File: src/rtl/alu_operand_stage.sv
// ID/EX operand register feeding the ALU: forwarding, load-use stall detection, valid/ready toward EX.
// Optional feature: define ALU_OPERAND_FWD_EN to enable EX/WB result forwarding.
`ifndef ALU_ADD
`define ALU_ADD 4'h0
`endif
`ifndef ALU_XXX
`define ALU_XXX 4'hF
`endif

module alu_operand_stage #(
  parameter int DWIDTH = 32,
  parameter int OPW    = 4,
  parameter int RW     = 5
) (
  input  logic              clk,
  input  logic              rst,
  input  logic              id_valid,
  output logic              id_ready,
  input  logic [RW-1:0]     id_rs_addr,
  input  logic [RW-1:0]     id_rt_addr,
  input  logic              id_rs_used,
  input  logic              id_rt_used,
  input  logic [DWIDTH-1:0] id_rs_data,
  input  logic [DWIDTH-1:0] id_rt_data,
  input  logic [DWIDTH-1:0] id_imm,
  input  logic              id_use_imm,
  input  logic [OPW-1:0]    id_ALUop,
  input  logic [RW-1:0]     id_rd_addr,
  input  logic              id_reg_we,
  input  logic              id_is_load,
  input  logic              fw_ex_we,
  input  logic [RW-1:0]     fw_ex_addr,
  input  logic [DWIDTH-1:0] fw_ex_data,
  input  logic              fw_ex_is_load,
  input  logic              fw_wb_we,
  input  logic [RW-1:0]     fw_wb_addr,
  input  logic [DWIDTH-1:0] fw_wb_data,
  input  logic              flush,
  input  logic              ex_ready,
  output logic              ex_valid,
  output logic [DWIDTH-1:0] A,
  output logic [DWIDTH-1:0] B,
  output logic [OPW-1:0]    ALUop,
  output logic [DWIDTH-1:0] ex_store_data,
  output logic [RW-1:0]     ex_rd_addr,
  output logic              ex_reg_we,
  output logic              ex_is_load,
  output logic              load_use_stall
);

  typedef enum logic {EMPTY = 1'b0, FULL = 1'b1} state_e;

  state_e            state_q, state_d;
  logic [DWIDTH-1:0] a_q, a_d, b_q, b_d, store_q, store_d;
  logic [OPW-1:0]    op_q, op_d;
  logic [RW-1:0]     rd_q, rd_d;
  logic              we_q, we_d, ld_q, ld_d;

  logic              rs_hit_ex, rt_hit_ex, rs_hit_wb, rt_hit_wb;
  logic [DWIDTH-1:0] rs_val, rt_val;
  logic              fire;

  // A source only hazards when it is actually read and is not the zero register.
  always_comb begin
    rs_hit_ex = id_rs_used && (id_rs_addr != '0) && fw_ex_we && (fw_ex_addr == id_rs_addr);
    rt_hit_ex = id_rt_used && (id_rt_addr != '0) && fw_ex_we && (fw_ex_addr == id_rt_addr);
    rs_hit_wb = id_rs_used && (id_rs_addr != '0) && fw_wb_we && (fw_wb_addr == id_rs_addr);
    rt_hit_wb = id_rt_used && (id_rt_addr != '0) && fw_wb_we && (fw_wb_addr == id_rt_addr);
  end

`ifdef ALU_OPERAND_FWD_EN
  // EX/MEM is younger than WB, so it wins; a load in EX has no data yet and stalls instead.
  always_comb begin
    load_use_stall = fw_ex_is_load && (rs_hit_ex || rt_hit_ex);
    rs_val = (rs_hit_ex && !fw_ex_is_load) ? fw_ex_data :
             rs_hit_wb                     ? fw_wb_data : id_rs_data;
    rt_val = (rt_hit_ex && !fw_ex_is_load) ? fw_ex_data :
             rt_hit_wb                     ? fw_wb_data : id_rt_data;
  end
`else
  // Without bypass paths, wait until every in-flight producer of a used source retires.
  logic unused_fw;
  assign unused_fw = ^{fw_ex_data, fw_wb_data, fw_ex_is_load};

  always_comb begin
    load_use_stall = rs_hit_ex || rt_hit_ex || rs_hit_wb || rt_hit_wb;
    rs_val         = id_rs_data;
    rt_val         = id_rt_data;
  end
`endif

  assign id_ready = ((state_q == EMPTY) || ex_ready) && !load_use_stall && !flush;
  assign fire     = id_valid && id_ready;

  // NOTE: every variable gets its hold value first so no path leaves it unassigned (no latch).
  always_comb begin
    state_d = state_q;
    a_d     = a_q;
    b_d     = b_q;
    store_d = store_q;
    op_d    = op_q;
    rd_d    = rd_q;
    we_d    = we_q;
    ld_d    = ld_q;
    if (flush) begin
      state_d = EMPTY;
      we_d    = 1'b0;
      ld_d    = 1'b0;
    end else if (fire) begin
      state_d = FULL;
      a_d     = rs_val;
      b_d     = id_use_imm ? id_imm : rt_val;
      store_d = rt_val;
      op_d    = id_ALUop;
      rd_d    = id_rd_addr;
      we_d    = id_reg_we;
      ld_d    = id_is_load;
    end else if ((state_q == FULL) && ex_ready) begin
      // Drained with nothing behind it: leave a bubble that cannot write back.
      state_d = EMPTY;
      we_d    = 1'b0;
      ld_d    = 1'b0;
    end
  end

  // NOTE: the operand registers are reset too, so the ALU sees defined inputs right after reset.
  // NOTE: non-blocking assignments here so every flop samples the pre-edge values of the others.
  always_ff @(posedge clk) begin
    if (rst) begin
      state_q <= EMPTY;
      a_q     <= '0;
      b_q     <= '0;
      store_q <= '0;
      op_q    <= OPW'(`ALU_XXX);
      rd_q    <= '0;
      we_q    <= 1'b0;
      ld_q    <= 1'b0;
    end else begin
      state_q <= state_d;
      a_q     <= a_d;
      b_q     <= b_d;
      store_q <= store_d;
      op_q    <= op_d;
      rd_q    <= rd_d;
      we_q    <= we_d;
      ld_q    <= ld_d;
    end
  end

  assign ex_valid      = (state_q == FULL);
  assign A             = a_q;
  assign B             = b_q;
  assign ALUop         = op_q;
  assign ex_store_data = store_q;
  assign ex_rd_addr    = rd_q;
  assign ex_reg_we     = we_q;
  assign ex_is_load    = ld_q;

endmodule
File: config.mk
export PLATFORM = sky130hd
export DESIGN_NAME = alu_operand_stage
export DESIGN_NICKNAME = d
export VERILOG_FILES = /design/src/rtl/alu_operand_stage.sv
export SDC_FILE = /design/constraint.sdc
export NUM_CORES = 1
export LEC_CHECK = 0
export ABC_CLOCK_PERIOD_IN_PS = 3000
export CAP_MARGIN = 25
export CORE_AREA = 2 2 121 123
export CTS_CLUSTER_DIAMETER = 80
export DETAILED_ROUTE_END_ITERATION = 16
export DIE_AREA = 0 0 123 125
export GPL_TIMING_DRIVEN = 1
export PLACE_DENSITY = 0.85
export SLEW_MARGIN = 20
export SYNTH_ARGS = -nofsm -noshare
export SYNTH_HDL_FRONTEND = slang
export SYNTH_SLANG_ARGS = --single-unit
File: constraint.sdc
create_clock -name clk -period 3 [get_ports clk]
set_input_delay 0.45 -clock clk [delete_from_list [all_inputs] [get_ports clk]]
set_output_delay 0.45 -clock clk [all_outputs]
set_load 0.05 [all_outputs]
Yosys cells after proc, flatten, opt, wreduce, memory -nomap -nowiden. Cells that the tools add are included.

Word-level logic and storage cells: 44. Flip-flop bits (word level): 108. Output and inout port bits: 110.

Bitwise operators: 2. Multiplexer cells: 5. Equal/unequal tests: 4. Reduce and logical (&&, ||, !) cells: 25.

Operators with widths (number): two-way mux 32 bit (1); == test 5 bit (4); logical AND 1 bit (14); nonzero test 5 bit (2); logical OR 1 bit (4); two-way mux 1 bit (4); logical NOT 1 bit (2); NOT 1 bit (2); AND reduction 2 bit (1); nonzero test 2 bit (1); OR reduction 2 bit (1).

Depth between registers and ports, before layout. Gate-level depths: netlist of run 1.

Depth in word-level cells: 12. Depth in mapped cells: 9.

Worst setup path after synthesis of run 1. No wires, ideal clock.

Path kind: input-to-output. Start point: in id_rs_addr[2]. End point: out load_use_stall. Slack: 717 ps. Stages on the path: 4. Data required time: 2550 ps. Buffers on the path: 0. Arrival time: 1833 ps. Cells stage by stage: xor2_1 > nor4_1 > a32oi_1 > o22ai_1.

Cells in the longest elaborated chain, start to end: 7. Elaborated cells between the ends (all ways): 11. Classes of those cells: 2 x eq/ne; 9 x reduce/logical.

RTL lines: start: declaration (RTL line 19) `input logic [RW-1:0] id_rs_addr,`; nonzero test 5 bit (RTL line 65, 67); logical AND 1 bit (RTL line 65, 67); logical AND 1 bit (2 in series) (RTL line 65) `rs_hit_ex = id_rs_used && (id_rs_addr != '0) && fw_ex_we && (fw_ex_addr == id_rs_addr);`; logical OR 1 bit (RTL line 86) `load_use_stall = rs_hit_ex || rt_hit_ex || rs_hit_wb || rt_hit_wb;`; logical OR 1 bit (*) (2 in series) (RTL line 86); end: declaration (RTL line 48) `output logic load_use_stall`.

Mark *: on every way between the ends. The rest lies on a longest branch, timed or not.

Worst setup path after layout of run 1.
Start point: in id_rt_addr[3]. End point: out id_ready.

Cells in the longest elaborated chain, start to end: 10. Elaborated cells between the ends (all ways): 14. Classes of those cells: 2 x eq/ne; 12 x reduce/logical.

RTL lines: start: declaration (RTL line 20) `input logic [RW-1:0] id_rt_addr,`; nonzero test 5 bit (RTL line 66, 68); logical AND 1 bit (RTL line 66, 68); logical AND 1 bit (2 in series) (RTL line 66) `rt_hit_ex = id_rt_used && (id_rt_addr != '0) && fw_ex_we && (fw_ex_addr == id_rt_addr);`; logical OR 1 bit (2 in series) (RTL line 86); logical OR 1 bit (*) (RTL line 86); logical NOT 1 bit (*) (RTL line 92) `assign id_ready = ((state_q == EMPTY) || ex_ready) && !load_use_stall && !flush;`; logical AND 1 bit (*) (2 in series) (RTL line 92); end: declaration (RTL line 18) `output logic id_ready,`.

Marked as above.

==> results.toml, run 1 <==
[worst_setup_path]
path_max_fanout = 11
crit_type = "primary input to output port"
start_kind = "primary input"
end_kind = "output port"
required_ns = 2.55
cp.arrival_ns = 2.41
r2r_cells = 7

[clock_network]
cts_resized = 0
numCtsBuffers = 9
cts_hold_buf = 0
clk_latency_ns = 0.34
root_buffer = "clkbuf_16"
cts.sinks = 108
cts_htree_levels = 3
post_cts_buffers = 0
cts_tree = "done"
clkTransAtPathRegs_ns = 0.07
clockBufferDepth = 2

[synth]
ys_seq_elements = 108
synth.top_cell.area_share_pct = 45.47
syn_area_per_cell_um2 = 9.005
ys_warn_count = 0
yosysUniqueCellTypes = 32
yosys-top-cells-area = "dfxtp_1 (45%), a21oi_1 (9.6%), mux2i_1 (8.0%)"
syn-num-nets = 730
syn-cell-area_um2 = 4755
yosysSeqAreaShare_pct = 45.47
yosysTopAreaCell = "dfxtp_1"
postSynthCellCount = 528

[pwr]
power_mw = 3.737
intPower_mw = 2.576
leakagePower_nw = 2.678
p_switching_mw = 1.161
p_per_area_nw_per_um2 = 490.0
p_seq_share_pct = 41.7
switching_share_pct = 31.07
pwr-share-clk_pct = 30.9
pwr-share-comb_pct = 27.4
vdd_drop_max_uv = 270.8

[run_status]
outcome = "finished clean"

[finish]
drive_above_1_share_pct = 7.764
fin_cells = 931
fin_nets = 944
synthToLayoutAreaGrowth_pct = 60.39
fin_util_pct = 53.69
diodes = 0
fillCellCount = 1315

[floorplan]
start_util_pct = 33.47
die_area_um2 = 15380
ioPinCount = 312
core_area_um2 = 14200
dieWidth_um = 123
die_h_um = 125
rows = 44

[sta]
clock_skew_ns = 0.004177
finalCritPeriodShare_pct = 95.42
worst_pin_slew_ns = 0.5805
setup_viol = 0
period_minus_slack_ns = 2.862
rsz0062_at_grt = "no"
setup_tns_ns = 0
max_freq_mhz = 349.3
finalHoldViolCount = 0
maxSlewHeadroom_pct = 61.18
worst_slack_ns = 0.1375
slew_violations = 0

[placed_design]
port_buffers = 246
dp_hpwl_mm = 10.83
place_ws_ns = 0.06211
gp_congestion = 0.7720
placedCellCount = 915

[global_route]
grt_usage_pct = 19.75
antenna_found_initial = 0
grt_overflow = 0
grt_pass1_vias = 4624
grt_max_degree = 102
grt_pass1_wl_mm = 24.02

[worst_hold_path]
hold_class = "flip-flop to flip-flop"
worst_hold_path.num_cells = 2

[route]
wire_per_inst_um = 17.12
vias_per_cell = 5.203
drtIter0Drc = 253
routed_wl_mm = 15.94
vias = 4844
drc = 0
drtPass1Iterations = 4
final_antenna_net_count = 0

[flow_run]
cap_viol_max_count = 0
## worst max-delay path, cell delays in order
cell and delay (ns):
clkdlybuf4s50_1 0.50, xor2_1 0.21, nor4_1 0.40, a32oi_1 0.24, o221ai_4 0.28, inv_4 0.16, buf_12 0.18
## cells in the mapped netlist
master,n
and2_1,2
mux2i_1,38
o221ai_4,1
a32oi_1,2
a211oi_2,10
inv_4,1
o21ai_0,65
a211oi_1,22
xor2_1,16
nor2b_1,1
nor2_1,10
clkinv_2,1
buf_6,5
o21ai_2,1
nand2_1,3
xnor2_1,4
clkbuf_2,1
buf_12,1
o21ai_1,4
nand3_1,71
a21oi_1,91
o22ai_1,1
dfxtp_1,108
a21oi_2,10
inv_1,1
buf_4,8
nor4_1,4
o21a_1,2
clkbuf_1,37
or4_1,2
buf_2,4
nor2_2,1
## cell usage in the layout (no fill, tap or decap), types with 2 or more instances in the layout
cell	count
clkdlybuf4s50_1	241
dfxtp_1	108
a21oi_1	91
nand3_1	71
o21ai_0	65
mux2i_1	38
a211oi_1	22
xor2_1	16
nor2_1	10
a21oi_2	10
a211oi_2	10
clkbuf_16	9
buf_4	9
buf_12	8
nor4_1	4
xnor2_1	4
o21ai_1	4
nand2_1	3
clkbuf_8	3
or4_1	2
and2_1	2
a32oi_1	2
o21a_1	2
clkinv_4	2
clkbuf_1	2
## kinds of logic (layout without fill, tap and decap cells)
group	count (synthesis)	count (layout)	synth area share, %
flip-flops	108	108	45.47
AO/OA/AOI/OAI	209	209	26.34
multiplexers	38	38	8.000
AND/OR/NAND/NOR	94	94	9.868
XOR/XNOR	20	20	3.684
buffers and inverters	59	278	6.631
## sequential cells by signal, indices dropped and copies added (netlist names)
register       flops
ex_rd_addr         5
A                 32
ex_is_load         1
ALUop              4
B                 32
ex_valid           1
ex_store_data     32
ex_reg_we          1
## final timing paths
kind	start	endpoint	slack, ns
max	id_rt_addr[3]	id_ready	0.14
min	ex_is_load	ex_is_load	0.47
max reg2reg	ex_valid	B[10]	1.25
min reg2reg	ex_is_load	ex_is_load	0.47
## area by class of cell
class	count	area, um2	area share [%]
flip-flops and latches	108	2162	28.35
inverters	3	15.01	0.1969
well taps	184	230.2	3.019
clock buffers	14	274.0	3.593
clock inverters	2	17.52	0.2297
multi-input cells	361	2282	29.93
repair buffers	259	2645	34.68
## through the flow
stage          cell area [um2]  hold slack (ns)
2_1_floorplan             4755           0.5923
3_3_place_gp              7335           0.4596
3_5_place_dp              7335           0.4653
4_1_cts                   7626           0.4747
5_1_grt                   7626           0.4964
6_report                  7626           0.4724
## metal layers
metal	track usage [%]	wire length (um)	vias up	part of all wire, %
met5	0	0	-	0
met4	7.152	310	0	1.9
met3	5.201	1295	21	8.1
met2	34.22	7723	184	48
met1	23.20	6610	2292	41
li1	-	-	2347	-
## power groups by stage
stage | clock [mW] | sequential (mW) | combinational (mW)
6_report | 1.15 | 1.56 | 1.03
3_3_place_gp | 0 | 1.59 | 1.02
5_1_grt | 1.25 | 1.57 | 1.09
2_1_floorplan | 0 | 1.87 | 0.306
4_1_cts | 1.19 | 1.56 | 1.03
3_5_place_dp | 0 | 1.59 | 1.03
No activity file was read; power rests on OpenSTA's default activity.
==> inputs of run 2 (changes only) <==
--- a/config.mk
+++ b/config.mk
@@ -6,12 +6,12 @@
 export NUM_CORES = 1
 export LEC_CHECK = 0
-export ABC_CLOCK_PERIOD_IN_PS = 3000
+export ABC_CLOCK_PERIOD_IN_PS = 2700
 export CAP_MARGIN = 25
-export CORE_AREA = 2 2 121 123
+export CORE_AREA = 2 2 122 124
 export CTS_CLUSTER_DIAMETER = 80
 export DETAILED_ROUTE_END_ITERATION = 16
-export DIE_AREA = 0 0 123 125
+export DIE_AREA = 0 0 124 126
 export GPL_TIMING_DRIVEN = 1
-export PLACE_DENSITY = 0.85
+export PLACE_DENSITY = 0.84
 export SLEW_MARGIN = 20
 export SYNTH_ARGS = -nofsm -noshare
==> constraint.sdc (replaced) <==
create_clock -name clk -period 2.7 [get_ports clk]
set_input_delay 0.81 -clock clk [delete_from_list [all_inputs] [get_ports clk]]
set_output_delay 0.81 -clock clk [all_outputs]
set_load 0.05 [all_outputs]
==> run 2 against run 1 <==
Largest cell class unchanged. Sequential cell count is the same. Largest power group unchanged. Final cell count grew 0.64%. Register-to-register slack lost 0.28 ns. Sequential share of layout area shrank 0.58 points. Combinational power grew 13%. Critical endpoint unchanged. Die area grew 1.6%. Hold slack is essentially flat. Highest routed layer unchanged. The flow now finishes with violations (negative setup slack). Core utilization grew 0.70 points. Wire length shrank 0.26%.
==> results.toml, run 2 (synthesized netlist as in run 1, its figures left out) <==
[sta]
finalHoldViolCount = 0
worst_slack_ns = -0.1671
period_minus_slack_ns = 2.867
slew_violations = 0
finalCritPeriodShare_pct = 106.2
clock_skew_ns = 0.007615
maxSlewHeadroom_pct = 53.07
max_freq_mhz = 348.8
setup_viol = 2
worst_pin_slew_ns = 0.7039
rsz0062_at_grt = "yes"

[placed_design]
place_ws_ns = -0.6528
gp_congestion = 0.7529
port_buffers = 246
dp_hpwl_mm = 10.65

[floorplan]
core_area_um2 = 14310
start_util_pct = 33.22
ioPinCount = 312
die_area_um2 = 15620
die_h_um = 126
rows = 44
dieWidth_um = 124

[worst_setup_path]
crit_buf_inv = 4
r2r_cells = 8
path_delay_family = "simple AND/OR/NAND/NOR gates"
r2r_slack_ns = 0.97
crit_type = "primary input to output port"
timing.rr.start = "ex_valid"
path_max_fanout = 3
cp_slowest_cell = "or4_4"
slowest_delay_ns = 0.52
rr_endpoint = "B[1]"
end_kind = "output port"
crit_chain = "buf_6 -> or4_4 -> o21a_1 -> clkinv_2 -> o221ai_4 -> inv_4 -> buf_12"
cp.arrival_ns = 2.06
startpoint = "id_rt_addr[4]"
start_kind = "primary input"
required_ns = 1.89

[finish]
synthToLayoutAreaGrowth_pct = 63.74
diodes = 0
final_common_cell = "clkdlybuf4s50_1"
final_cell_mix = "clkdlybuf4s50_1 (220), dfxtp_1 (108), a21oi_1 (91)"
fin_util_pct = 54.39
drive_above_1_share_pct = 12.22
fin_nets = 952

[global_route]
antenna_found_initial = 0
grt_max_degree = 88
grt_pass1_wl_mm = 24.09
grt_pass1_vias = 4793
grt_usage_pct = 19.63
grt_overflow = 0

[clock_network]
root_buffer = "clkbuf_16"
numCtsBuffers = 9
cts.sinks = 108
clkTransAtPathRegs_ns = 0.07
cts_hold_buf = 0
cts_htree_levels = 3
cts_tree = "done"
clk_latency_ns = 0.34
post_cts_buffers = 0
clockBufferDepth = 2

[route]
drtPass1Iterations = 4
vias = 4899
routed_wl_mm = 15.90
final_antenna_net_count = 0
drtIter0Drc = 293
drc = 0
wire_per_inst_um = 16.96
vias_per_cell = 5.228

[run_status]
outcome = "finished, violations left"
violations = "negative setup slack"

[pwr]
leakagePower_nw = 2.774
p_per_area_nw_per_um2 = 550.1
vdd_drop_max_uv = 286.9

[worst_hold_path]
hold_class = "flip-flop to flip-flop"
min_delay_worst_endpoint = "ex_store_data[7]"
worst_hold_path.num_cells = 2
min-delay-start = "ex_store_data[7]"

[flow_run]
cap_viol_max_count = 0
run 2: cell count changes in the layout (fill, tap and decap cells not counted), sizes merged:
cell | before | now
clkdlybuf4s15 | 0 | 2
clkbuf | 14 | 12
buf | 18 | 44
dlygate4sd2 | 0 | 1
bufinv | 0 | 2
clkinv | 3 | 1
clkdlybuf4s50 | 241 | 220
run 2: layout make-up:
class,instances,area (um2)
Tap cell,184,230.2
Fill cell,1307,6529
Clock buffer,12,246.5
Sequential cell,108,2162
Timing Repair Buffer,267,2713
Inverter,3,15.01
Clock inverter,2,60.06
Multi-Input combinational cell,361,2359
run 2: metal layers:
metal / part of all wire [%] / wire length [um] / global-route usage [%] / up-vias
li1: - / - / - / 2354
met1: 39 / 6216 / 22.35 / 2319
met2: 49 / 7746 / 33.29 / 197
met3: 9.6 / 1524 / 6.748 / 29
met4: 2.6 / 409 / 8.063 / 0
met5: 0 / 0 / 0 / -
run 2: worst register-to-register path, delay by kind of cell (launching register included):
family	cells	cell delay, ns
AOI/OAI and AO/OA	3	0.55
buffers and inverters	3	0.45
DFF	1	0.32
and+or+nand+nor	2	0.32
run 2: through the flow:
stage	power, mW	hold slack, ns	instance area, um2	TNS (ns)	instances
floorplan	2.421	0.6895	4773	-0.2399	528
global placement	2.907	0.4569	7442	-49.40	923
detailed placement	2.921	0.4651	7442	-53.60	923
CTS	4.331	0.4748	7785	-0.3535	937
global route	4.456	0.4932	7785	-0.4522	937
finish	4.283	0.4729	7785	-0.3201	937
run 2: repair_timing:
item,4_1_cts,5_1_grt
setup endpoints to repair,88,2
pin swaps,20,5
resized for setup,104,0
run 2: how the worst max path moves through the flow:
stage	endpoint	slack, ns	cells past startpoint
3_5_place_dp	load_use_stall	-0.65	7
2_1_floorplan	id_ready	-0.21	7
5_1_grt	load_use_stall	-0.23	8
4_1_cts	id_ready	-0.18	7
6_report	id_ready	-0.17	7
3_3_place_gp	load_use_stall	-0.63	7
run 2: power breakdown:
group          total (mW)  leakage [nW]  internal, mW  switching (mW)
sequential           1.73         0.885          1.68          0.0447
clock                1.39         0.149         0.830           0.562
combinational        1.16          1.74         0.483           0.679
